## config.mk

```make
export PLATFORM = sky130hd
export DESIGN_NAME = imi_data_wiper
export DESIGN_NICKNAME = d
export VERILOG_FILES = /design/src/rtl/imi_wiper_pkg.sv /design/src/rtl/imi_wiper_fifo.sv /design/src/rtl/imi_data_wiper.sv
export SDC_FILE = /design/constraint.sdc
export NUM_CORES = 1
export LEC_CHECK = 0
export ABC_AREA = 0
export BUFFER_PORTS_ARGS = -buffer_cell sky130_fd_sc_hd__buf_2
export CAP_MARGIN = 40
export CORE_MARGIN = 4
export CORE_UTILIZATION = 59
export CTS_BUF_LIST = sky130_fd_sc_hd__clkbuf_16
export DETAILED_ROUTE_END_ITERATION = 7
export PLACE_DENSITY = 0.81
export SYNTH_ARGS = -nofsm -noshare
export SYNTH_HDL_FRONTEND = slang
export SYNTH_SLANG_ARGS = --single-unit
```

## constraint.sdc

```tcl
create_clock -name clk -period 3.5 [get_ports clk]
set_clock_uncertainty 0.15 [all_clocks]
set_input_delay 0.7 -clock clk [delete_from_list [all_inputs] [get_ports clk]]
set_output_delay 0.7 -clock clk [all_outputs]
set_load 0.01 [all_outputs]
```

## src/rtl/imi_wiper_pkg.sv

```systemverilog
// Shared mode encoding and default sizing for the IMI data wiper.
package imi_wiper_pkg;

    localparam int IMI_WIPER_SYMB_W_DEF = 20;
    localparam int IMI_WIPER_DEPTH_DEF  = 4;
    localparam int IMI_WIPER_EPS_W_DEF  = 5;

    typedef enum logic [1:0] {
        IMI_WIPER_MODE_DATA     = 2'd0,
        IMI_WIPER_MODE_ZERO     = 2'd1,
        IMI_WIPER_MODE_MEANDER  = 2'd2,
        IMI_WIPER_MODE_DATA_XOR = 2'd3
    } imi_wiper_mode_e;

endpackage

```

## src/rtl/imi_wiper_fifo.sv

```systemverilog
// Word FIFO with occupancy count; head word is presented combinationally.
module imi_wiper_fifo #(
    parameter int WIDTH = 20,
    parameter int DEPTH = 4
) (
    input  logic                       clk,
    input  logic                       resetn,
    input  logic                       wr_en,
    input  logic [WIDTH-1:0]           wr_data,
    input  logic                       rd_en,
    output logic [WIDTH-1:0]           rd_data,
    output logic [$clog2(DEPTH+1)-1:0] fill,
    output logic                       full,
    output logic                       empty
);

    localparam int PTR_W  = $clog2(DEPTH);
    localparam int FILL_W = $clog2(DEPTH + 1);
    localparam logic [FILL_W-1:0] FULL_LVL = FILL_W'(DEPTH);

    logic [WIDTH-1:0]  mem [DEPTH];
    logic [PTR_W-1:0]  wr_ptr_q, wr_ptr_d;
    logic [PTR_W-1:0]  rd_ptr_q, rd_ptr_d;
    logic [FILL_W-1:0] fill_q, fill_d;
    logic              push, pop;

    assign full    = (fill_q == FULL_LVL);
    assign empty   = (fill_q == '0);
    assign fill    = fill_q;
    assign rd_data = mem[rd_ptr_q];

    // Both qualifiers use the pre-edge count, so an empty FIFO never bypasses.
    assign push = wr_en && !full;
    assign pop  = rd_en && !empty;

    always_comb begin
        wr_ptr_d = wr_ptr_q;
        rd_ptr_d = rd_ptr_q;
        fill_d   = fill_q;
        if (push) wr_ptr_d = wr_ptr_q + 1'b1;
        if (pop)  rd_ptr_d = rd_ptr_q + 1'b1;
        case ({push, pop})
            2'b10:   fill_d = fill_q + 1'b1;
            2'b01:   fill_d = fill_q - 1'b1;
            default: fill_d = fill_q;
        endcase
    end

    always_ff @(posedge clk or negedge resetn) begin
        if (!resetn) begin
            wr_ptr_q <= '0;
            rd_ptr_q <= '0;
            fill_q   <= '0;
        end else begin
            wr_ptr_q <= wr_ptr_d;
            rd_ptr_q <= rd_ptr_d;
            fill_q   <= fill_d;
        end
    end

    always_ff @(posedge clk) begin
        if (push) mem[wr_ptr_q] <= wr_data;
    end

endmodule

```

## src/rtl/imi_data_wiper.sv

```systemverilog
// Serialises host words into an epoch-timed symbol stream with optional
// meander modulation, realigned by sync_pulse.
module imi_data_wiper
    import imi_wiper_pkg::*;
#(
    parameter int SYMB_W = IMI_WIPER_SYMB_W_DEF,
    parameter int DEPTH  = IMI_WIPER_DEPTH_DEF,
    parameter int EPS_W  = IMI_WIPER_EPS_W_DEF
) (
    input  logic                         clk,
    input  logic                         resetn,
    input  logic                         epoch_pulse,
    input  logic                         sync_pulse,
    input  logic [1:0]                   cfg_mode,
    input  logic [EPS_W-1:0]             cfg_eps,
    input  logic [$clog2(SYMB_W+1)-1:0]  cfg_spw,
    input  logic                         wr_valid,
    input  logic [SYMB_W-1:0]            wr_data,
    output logic                         wr_ready,
    output logic                         data_symb,
    output logic                         symb_strobe,
    output logic [$clog2(DEPTH+1)-1:0]   fill,
    output logic                         underrun,
    input  logic                         clr_underrun
);

    localparam int SPW_W = $clog2(SYMB_W + 1);

    imi_wiper_mode_e    mode_q, mode_d;
    logic [EPS_W-1:0]   eps_q, eps_d;
    logic [SPW_W-1:0]   spw_q, spw_d;
    logic [EPS_W-1:0]   eps_cntr_q, eps_cntr_d;
    logic [SPW_W-1:0]   symb_cntr_q, symb_cntr_d;
    logic [SYMB_W-1:0]  shift_q, shift_d;
    logic               phase_q, phase_d;
    logic               data_symb_q, data_symb_d;
    logic               symb_strobe_q, symb_strobe_d;
    logic               underrun_q, underrun_d;

    logic               symb_bnd, word_bnd, load;
    logic [SYMB_W-1:0]  fifo_head;
    logic               fifo_full, fifo_empty;

    function automatic logic [SPW_W-1:0] clamp_spw(input logic [SPW_W-1:0] s);
        if (s == '0)                return SPW_W'(1);
        else if (s > SPW_W'(SYMB_W)) return SPW_W'(SYMB_W);
        else                        return s;
    endfunction

    function automatic logic symb_value(input imi_wiper_mode_e m, input logic d,
                                        input logic ph);
        case (m)
            IMI_WIPER_MODE_DATA:    return d;
            IMI_WIPER_MODE_ZERO:    return 1'b0;
            IMI_WIPER_MODE_MEANDER: return ph;
            default:                return d ^ ph;
        endcase
    endfunction

    assign symb_bnd = !sync_pulse && epoch_pulse && (eps_cntr_q == eps_q);
    assign word_bnd = symb_bnd && (symb_cntr_q == spw_q - 1'b1);
    assign load     = sync_pulse || word_bnd;

    imi_wiper_fifo #(
        .WIDTH (SYMB_W),
        .DEPTH (DEPTH)
    ) u_fifo (
        .clk     (clk),
        .resetn  (resetn),
        .wr_en   (wr_valid),
        .wr_data (wr_data),
        .rd_en   (load),
        .rd_data (fifo_head),
        .fill    (fill),
        .full    (fifo_full),
        .empty   (fifo_empty)
    );

    always_comb begin
        mode_d        = mode_q;
        eps_d         = eps_q;
        spw_d         = spw_q;
        eps_cntr_d    = eps_cntr_q;
        symb_cntr_d   = symb_cntr_q;
        shift_d       = shift_q;
        phase_d       = phase_q;
        data_symb_d   = data_symb_q;
        symb_strobe_d = 1'b0;
        underrun_d    = underrun_q && !clr_underrun;

        if (sync_pulse) begin
            mode_d      = imi_wiper_mode_e'(cfg_mode);
            eps_d       = cfg_eps;
            spw_d       = clamp_spw(cfg_spw);
            eps_cntr_d  = '0;
            symb_cntr_d = '0;
            phase_d     = 1'b0;
        end else if (epoch_pulse) begin
            phase_d = !phase_q;
            if (eps_cntr_q == eps_q) begin
                eps_cntr_d = '0;
                if (word_bnd) begin
                    symb_cntr_d = '0;
                end else begin
                    symb_cntr_d = symb_cntr_q + 1'b1;
                    shift_d     = shift_q >> 1;
                end
            end else begin
                eps_cntr_d = eps_cntr_q + 1'b1;
            end
        end

        // Output lags the shifter by one symbol: it shows the bit that was current
        // when the boundary arrived, under the config that governed that bit.
        if (sync_pulse || symb_bnd) begin
            data_symb_d   = symb_value(mode_q, shift_q[0], phase_q);
            symb_strobe_d = 1'b1;
        end

        if (load) begin
            if (fifo_empty) begin
                shift_d    = '0;
                underrun_d = 1'b1;
            end else begin
                shift_d = fifo_head;
            end
        end
    end

    always_ff @(posedge clk or negedge resetn) begin
        if (!resetn) begin
            mode_q        <= IMI_WIPER_MODE_DATA;
            eps_q         <= '0;
            spw_q         <= SPW_W'(1);
            eps_cntr_q    <= '0;
            symb_cntr_q   <= '0;
            shift_q       <= '0;
            phase_q       <= 1'b0;
            data_symb_q   <= 1'b0;
            symb_strobe_q <= 1'b0;
            underrun_q    <= 1'b0;
        end else begin
            mode_q        <= mode_d;
            eps_q         <= eps_d;
            spw_q         <= spw_d;
            eps_cntr_q    <= eps_cntr_d;
            symb_cntr_q   <= symb_cntr_d;
            shift_q       <= shift_d;
            phase_q       <= phase_d;
            data_symb_q   <= data_symb_d;
            symb_strobe_q <= symb_strobe_d;
            underrun_q    <= underrun_d;
        end
    end

    assign wr_ready    = !fifo_full;
    assign data_symb   = data_symb_q;
    assign symb_strobe = symb_strobe_q;
    assign underrun    = underrun_q;

endmodule
```

After elaboration in Yosys (flattened, before gate mapping). Memory sizes are Yosys's and may differ from the RTL's. Index checks and enable logic that the tools add are counted.

Memory bits (writable): 80. Bits in registers: 53. Memories kept: 1. Output and inout port bits: 7. Bits of input ports: 38.

Eq/ne operators: 9. Reductions and logical operators: 23. Bitwise gates (word level): 1. $lt $le $gt $ge: 1. Mux-type cells: 24. $add $sub $neg: 7.

Memory list: u_fifo.mem (words 4, bits a word 20, read ports 1, clocked after Yosys merged registers in 0, wr ports 1, RTL line imi_wiper_fifo.sv:21) `logic [WIDTH-1:0] mem [DEPTH];`.

Operator list (number): 20-bit 2-to-1 mux (6); 5-bit 2-to-1 mux (9); 5-bit by 1-bit adder with 5-bit output (second input constant) (2); 5-bit == test (2); 2-bit nonzero test (5); 1-bit 2-to-1 mux (7); 1-bit logical AND (6); 3-bit case mux with 2 select lines (1); 5-bit greater-than comparator (second input constant) (1); 1-bit logical NOT (5); 5-bit logical NOT (1); 5-bit by 1-bit subtractor with 5-bit output (second input constant) (1); 2-bit by 1-bit adder with 2-bit output (second input constant) (2); 2-bit by 1-bit == test with 1-bit output (second input constant) (2); 2-bit == test (second input constant) (2); 2-bit by 1-bit inequality test with 1-bit output (second input constant) (2); 4-bit AND reduction (1); 3-bit by 1-bit adder with 3-bit output (second input constant) (1); 3-bit == test (second input constant) (1); 3-bit logical NOT (1); 1-bit case mux with 3 select lines (1); 3-bit by 1-bit subtractor with 3-bit output (second input constant) (1); 2-bit logical NOT (1); 1-bit logical OR (2); 2 further kinds (2).

Longest topological paths before layout. Gate-level depths: netlist of run 1.

Word-level depth: 9. Depth in mapped cells: 14. Mapped depth without buffers: 13.

Hierarchy. A second synthesis of run 1 with hierarchy kept.

Cells, all modules: 351. Area total of the unflattened synthesis: 5674.2 µm².

Modules (own cells, without submodules): imi_wiper_fifo (area each 3331.9 µm², instances 1, cells an instance 141); imi_data_wiper (area each 2342.2 µm², instances 1, cells an instance 210).

Worst setup path before layout of run 1. OpenSTA, ideal clock, no wires.

Path kind: flip-flop to flip-flop. From: register spw_q[0]. To: register u_fifo.fill_q[2], in the netlist u_fifo.fill[2]. Data arrival time: 2858 ps. Buffers on the path: 1. Library setup time: 79 ps. Clock period less this slack: 3088 ps. Cell stages (with the launch flop): 15. Path slack: 412 ps. Cell sequence: dfstp_2 -> inv_1 -> ha_1 -> nand2b_1 -> o211ai_1 -> a31oi_2 -> o41a_1 -> buf_2 -> inv_1 -> ha_1 -> inv_1 -> fa_1 -> xor2_1 -> nor2_1 -> xor2_1.

Cells in the longest elaborated chain, start to end: 7.

Ends and longest elaborated chain: start, declared (RTL line imi_data_wiper.sv:31) `logic [SPW_W-1:0] spw_q, spw_d;`; start signal, assigned (RTL line imi_data_wiper.sv:145) `spw_q <= spw_d;`; 5-bit by 1-bit subtractor with 5-bit output (*) (RTL line imi_data_wiper.sv:61) `assign word_bnd = symb_bnd && (symb_cntr_q == spw_q - 1'b1);`; 5-bit == test (*) (RTL line imi_data_wiper.sv:61); 1-bit logical AND (*) (RTL line imi_data_wiper.sv:61); 1-bit logical OR (*) (RTL line imi_data_wiper.sv:62) `assign load = sync_pulse || word_bnd;`; 1-bit logical AND (*) (RTL line imi_wiper_fifo.sv:34) `assign pop = rd_en && !empty;`; via u_fifo.pop (RTL line imi_wiper_fifo.sv:25) `logic push, pop;`; 2-bit by 1-bit == test with 1-bit output or 2-bit == test (tied branches) (RTL line imi_wiper_fifo.sv:42) `case ({push, pop})`; 3-bit case mux with 2 select lines or 2-bit nonzero test (tied branches); end signal, assigned (RTL line imi_wiper_fifo.sv:57) `fill_q <= fill_d;`; end, declared (RTL line imi_wiper_fifo.sv:24) `logic [FILL_W-1:0] fill_q, fill_d;`.

The timed path passes the listed nets; every way through them passes the cells marked *. A chain may end at the register's enable or synchronous reset.

Worst setup path in the final report of run 1. Ends and elaborated chain as after synthesis.

==> results.yml, run 1 <==
power_and_ir_drop:
  p_leak_uw: 0.002696
  p_total_uw: 5244
  power_density_mw_per_mm2: 777.0
  ir_worst_vdd_v: 0.0004311
setup_path:
  r2r-start: "spw_q[0]"
  setup.worst_path.start: "spw_q[0]"
  arrival_ns: 3.18
  critPathLaunchType: "flip-flop"
  crit_fanout: 4
  worstPathRequired_ns: 3.69
  path_class: "flip-flop to flip-flop"
  crit_path_end_kind: "flip-flop"
  rrSetupSlack_ns: 0.51
min_path:
  holdCritPathClass: "input port to asynchronous set/reset pin"
routing:
  viasPerCell: 5.742
  dr.pass1.iters: 7
  drt_iter0_drc: 202
  drt-total-wl_um: 11430
  drc: 0
  ant_nets: 0
  avgRoutedWirePerCell_um: 18.79
  vias: 3491
grt:
  antenna_found_initial: 0
  grt-ovfl-total: 0
  grt_pass1_wl_um: 18660
  grt_max_degree: 28
  grt_usage_pct: 21.65
  grt_pass1_vias: 3745
floorplanning:
  io_pins: 45
  fp.dieArea_mm2: 0.01139
  die_h_um: 106.7
  die_w_um: 106.7
  core.rowCount: 35
  start_util_pct: 61.38
  core-area_mm2: 0.009371
logic_synthesis:
  syn_avg_cell_area_um2: 14.13
  syn_nets: 454
  netlist_instances: 407
  yosys_warnings: 0
  synthTopCellsByCount: "edfxtp_1, inv_1, dfrtp_1"
  ys_seq_elements: 133
  synthFlopType: "edfxtp_1"
  yosysSeqAreaShare_pct: 64.85
  ys_async_sr_fraction_pct: 39.85
  synth_top_area_cell: "edfxtp_1"
  syn-cell-area_mm2: 0.005752
  synth-edff-count: 80
  synth.distinct_cells: 49
  netlist.area_leader.share_pct: 41.77
  synth_area_leaders: "edfxtp_1, dfrtp_1, mux4_2, inv_1, nand2_1"
  synth.most_common_cell: "edfxtp_1"
cts:
  clock-root-buffer: "clkbuf_16"
  cts-buffers-inserted: 17
  clk_path_buf_depth: 2
  clock_latency_ns: 0.41
  cts_resized: 0
  clk_pin_slew_ns: 0.06
  cts_hold_buf: 0
  cts_max_level: 4
  cts_num_sinks: 133
  cts_tree: "yes"
  post_cts_buffers: 0
timing:
  report.final.slew_viol_count: 0
  fmax_ghz: 0.3345
  maxSlewHeadroom_pct: 50.20
  final-setup-viol-count: 0
  worst_slew_pin_slew_ns: 0.7413
  rsz0062_at_grt: "false"
  hold_viol_final: 0
  finalCriticalPeriod_ns: 2.989
  period_share_pct: 85.41
  fin_tns_setup_ns: 0
finish:
  antenna-diode-count: 0
  fin_cells: 608
  syn2layout_area_growth_pct: 17.34
  final_layout_size_suffix_gt1_share_pct: 27.56
  fin_area_mm2: 0.006749
  fin_nets: 513
job:
  maxCapViolCount: 0
placement:
  place_hpwl_um: 7029
  dpl_cell_area_mm2: 0.006187
  gp_congestion: 0.8362
  io_buffers: 44
  place_inst: 576
run_status:
  status: "finished clean"
-- metal layers --
metal / wire [µm] / track usage [%] / vias to the layer above / part of all wire (%)
met3: 467 / 4.696 / 16 / 4.1
met1: 4662 / 26.23 / 1768 / 41
met4: 145 / 7.123 / 0 / 1.3
li1: - / - / 1618 / -
met2: 6152 / 38.58 / 89 / 54
met5: 0 / 0 / - / 0
-- kinds of logic (layout without fill, tap and decap cells) --
family | count (synthesis) | count (layout) | share of synthesized area (%)
mux | 28 | 28 | 9.397
fa+ha+maj | 9 | 9 | 2.088
buf+inv | 74 | 146 | 5.069
compound gates | 68 | 68 | 9.463
flops | 133 | 133 | 64.85
xor+xnor | 16 | 16 | 2.436
simple gates | 79 | 79 | 6.700
-- area by class of cell --
class                      count  area (µm²)
timing repair buffer          59       352.8
fill                         611        2623
tap                          129       161.4
clock inverter                15       136.4
sequential                   133        3730
clock buffer                  17       425.4
multi-input combinational    200        1737
inverter                      55       206.4
-- cell usage in the layout (no fill, tap or decap), types with 6 or more instances in the layout --
master / synthesis / layout
a21oi_1: 11 / 11
and3_1: 7 / 7
buf_2: 5 / 44
buf_4: 0 / 14
clkbuf_16: 0 / 17
dfrtp_1: 52 / 52
edfxtp_1: 80 / 80
ha_1: 8 / 8
inv_1: 55 / 55
mux2_2: 8 / 8
mux4_2: 20 / 20
nand2_1: 32 / 32
nand3_1: 6 / 6
nor2_1: 13 / 13
o211ai_1: 7 / 7
o21ai_0: 12 / 12
o221ai_1: 11 / 11
o221ai_2: 8 / 8
xnor2_1: 13 / 13
-- report_power, final --
| group | total, µW | internal, µW | switching (µW) |
|---|---|---|---|
| clock | 1680 | 938 | 742 |
| sequential | 2240 | 2050 | 184 |
| combinational | 1330 | 600 | 726 |
| total | 5240 | 3590 | 1650 |
-- final timing paths --
check                                 endpoint  depth (start not counted)
worst min register to register      shift_q[5]                          2
worst max-delay path            u_fifo.fill[2]                         13
worst max register to register  u_fifo.fill[2]                         13
min in group clk                    shift_q[5]                          2
max in group asynchronous             spw_q[0]                          2
worst min-delay path                  eps_q[4]                          1
-- critical path: stages (launching register included) --
cell      delay [ns]
dfstp_2         0.54
inv_1           0.06
ha_1            0.23
nand2b_1        0.17
o211ai_1        0.12
a31oi_2         0.13
o41a_1          0.41
inv_1           0.07
ha_1            0.17
inv_1           0.06
fa_1            0.37
xor2_1          0.15
nor2_1          0.14
xor2_1          0.15
-- metrics by stage --
stage / setup WS (ns) / util (%) / hold slack [ns]
2_1_floorplan: 0.4123 / - / 0.2544
3_3_place_gp: 0.6206 / 65.73 / 0.3189
3_5_place_dp: 0.5349 / 66.02 / 0.3250
4_1_cts: 0.5238 / 72.02 / 0.003224
5_1_grt: 0.3664 / 72.02 / 0.01980
6_report: 0.5106 / 72.02 / 0.006788
-- flip-flops by register name (all words and copies together) (netlist names) --
signal           flops
symb_cntr_q          5
mode_q               2
u_fifo.wr_ptr_q      2
data_symb            1
u_fifo.rd_ptr_q      2
u_fifo.mem          80
underrun             1
u_fifo.fill          3
eps_cntr_q           5
symb_strobe          1
spw_q                5
phase_q              1
shift_q             20
eps_q                5
No activity file was read; power rests on OpenSTA's default activity.
==> run 2, diff against run 1 <==
--- a/config.mk
+++ b/config.mk
@@ -15,4 +15,5 @@
 export PLACE_DENSITY = 0.81
 export SYNTH_ARGS = -nofsm -noshare
 export SYNTH_HDL_FRONTEND = slang
+export SYNTH_HIERARCHICAL = 1
 export SYNTH_SLANG_ARGS = --single-unit
==> run 2 against run 1 <==
  * Hold slack improved by 0.095 ns
  * Die area decreased by 1.3%
  * Sequential share of layout area increased by 0.83 points
  * Highest routed layer unchanged
==> results.yml, run 2 <==
setup_path:
  path_class: "flip-flop to flip-flop"
  arrival_ns: 3.50
  critPathLaunchType: "flip-flop"
  crit_fanout: 3
  crit_path_end_kind: "flip-flop"
  crit_cells: 13
  worstRegToRegCells: 13
  critical_path.cell_chain: "inv_1 -> ha_1 -> nor2b_1 -> or3_1 -> a31o_4 -> o31ai_4 -> o31a_2 -> ha_1 -> inv_1 -> fa_1 -> xor2_1 -> nor2_1 -> xor2_1"
  rrSetupSlack_ns: 0.18
  worst_path_largest_cell_delay_ns: 0.56
  critPathTopFamily: "adder cells"
  r2r-start: "spw_q[0]"
  endpoint: "u_fifo/fill[2]"
  critPathBufInv: 2
  r2r-end: "u_fifo/fill[2]"
  slowest_stage: "dfstp_2"
  setup.worst_path.start: "spw_q[0]"
  worstPathRequired_ns: 3.68
floorplanning:
  io_pins: 45
  start_util_pct: 61.12
  die_w_um: 106.1
  core-area_mm2: 0.009284
  core.rowCount: 35
  fp.dieArea_mm2: 0.01125
  die_h_um: 106.1
grt:
  grt_max_degree: 32
  grt_pass1_wl_um: 17120
  grt-ovfl-total: 0
  grt_pass1_vias: 3363
  antenna_found_initial: 0
  grt_usage_pct: 20.02
cts:
  cts_tree: "yes"
  cts_hold_buf: 0
  cts-buffers-inserted: 17
  clock-root-buffer: "clkbuf_16"
  clk_path_buf_depth: 2
  clock_latency_ns: 0.41
  cts_num_sinks: 133
  cts_max_level: 4
  clk_pin_slew_ns: 0.06
placement:
  place_hpwl_um: 6503
  dpl_cell_area_mm2: 0.006085
  gp_congestion: 0.7527
  io_buffers: 44
logic_synthesis:
  yosys.area_share.simple_pct: 7.806
  synthMuxAreaShare_pct: 10.23
  synth.distinct_cells: 50
  yosysSeqAreaShare_pct: 65.73
  synthAdderAreaFrac_pct: 2.117
  ys_async_sr_fraction_pct: 39.85
  synth_top_area_cell: "edfxtp_1"
  synth_top_family_by_area: "multiplexers"
  synth.most_common_cell: "edfxtp_1"
  syn_nets: 398
  ys_seq_elements: 133
  synth-xor-area-share_pct: 2.933
  synth_compound_area_share_pct: 8.666
  synthTopCellsByCount: "edfxtp_1, dfrtp_1, mux4_2"
  syn_avg_cell_area_um2: 16.17
  synth_area_leaders: "edfxtp_1, dfrtp_1, mux4_2, a221o_2, xor2_1"
  syn-cell-area_mm2: 0.005674
  netlist.area_leader.share_pct: 42.34
  synth-edff-count: 80
  synthFlopType: "edfxtp_1"
  netlist_instances: 351
  yosys_warnings: 6
power_and_ir_drop:
  p_leak_uw: 0.002590
  ir_worst_vdd_v: 0.0005583
  p_total_uw: 5075
  power_density_mw_per_mm2: 763.2
routing:
  ant_nets: 0
  avgRoutedWirePerCell_um: 18.45
  drt-total-wl_um: 10220
  vias: 3132
  drc: 0
  dr.pass1.iters: 4
  drt_iter0_drc: 182
  viasPerCell: 5.653
timing:
  fin_tns_setup_ns: 0
  hold_viol_final: 0
  final-setup-viol-count: 0
  finalCriticalPeriod_ns: 3.320
  fmax_ghz: 0.3012
  worst_slew_pin_slew_ns: 0.7896
  maxSlewHeadroom_pct: 47.36
  period_share_pct: 94.86
  rsz0062_at_grt: "false"
  report.final.slew_viol_count: 0
finish:
  final_common_cell: "edfxtp_1"
  syn2layout_area_growth_pct: 17.18
  fin_area_mm2: 0.006649
  antenna-diode-count: 0
  largestRegisters: "u_fifo/mem x80, shift_q x20"
  largest_reg_flops: 80
  final_layout_size_suffix_gt1_share_pct: 34.12
  top_register: "u_fifo/mem"
  final_cell_mix: "edfxtp_1, dfrtp_1, buf_2"
  fin_nets: 459
min_path:
  holdCritPathClass: "input port to asynchronous set/reset pin"
run_status:
  status: "finished clean"
job:
  maxCapViolCount: 0
run 2: changes by cell type after synthesis, sizes merged, moves of 7 or more:
cell    change
and2       +17
a221o      +15
o211ai      -7
nand2      -24
inv        -38
and3        -7
xor2        +9
o221ai     -19
run 2: area by class of cell:
cell class	instances	area (µm²)
Sequential cell	133	3730
Fill cell	600	2635
Multi-Input combinational cell	189	1810
Clock buffer	17	425.4
Timing Repair Buffer	54	335.3
Tap cell	129	161.4
Clock inverter	15	122.6
Inverter	17	63.81
run 2: worst min path at each step:
stage | start | endpoint | slack (ns) | cells past startpoint
5_1_grt | resetn | eps_q[3] | 0.11 | 1
3_5_place_dp | shift_q[12] | shift_q[11] | 0.34 | 1
3_3_place_gp | shift_q[6] | shift_q[5] | 0.33 | 1
2_1_floorplan | resetn | data_symb | 0.25 | 0
4_1_cts | resetn | eps_q[3] | 0.09 | 1
6_report | resetn | eps_q[3] | 0.10 | 1
run 2: per-layer routing:
metal | GRT usage, % | vias up | share of wire [%]
met1 | 24.68 | 1574 | 41
met2 | 33.47 | 71 | 52
li1 | - | 1471 | -
met5 | 0 | - | 0
met4 | 7.678 | 0 | 1.8
met3 | 6.072 | 16 | 4.4
run 2: through the flow:
| stage | utilization [%] | hold WS (ns) | cells | setup slack [ns] |
|---|---|---|---|---|
| final | 71.62 | 0.1015 | 554 | 0.1800 |
| after global routing | 71.62 | 0.1071 | 554 | 0.006500 |
| after CTS | 71.44 | 0.08973 | 553 | 0.1206 |
| after detailed placement | 65.54 | 0.3363 | 521 | 0.1505 |
| after global placement | 64.95 | 0.3303 | 519 | 0.2400 |
| after floorplan | - | 0.2544 | 351 | 0.1558 |
run 2: cell families after synthesis:
kind of cell               after synthesis
adders and majority gates                9
DFF                                    133
buffers and inverters                   29
xor gates and xnor gates                19
and+or+nand+nor                         74
AOI/OAI and AO/OA                       56
muxes                                   31
run 2: power by group:
group | switching (µW) | internal, µW
clock network | 690 | 922
logic | 574 | 621
registers | 209 | 2060
run 2: timing repair:
item	CTS	global route
gates resized for setup	0	1
buffers inserted	0	1
setup endpoints to repair	0	1
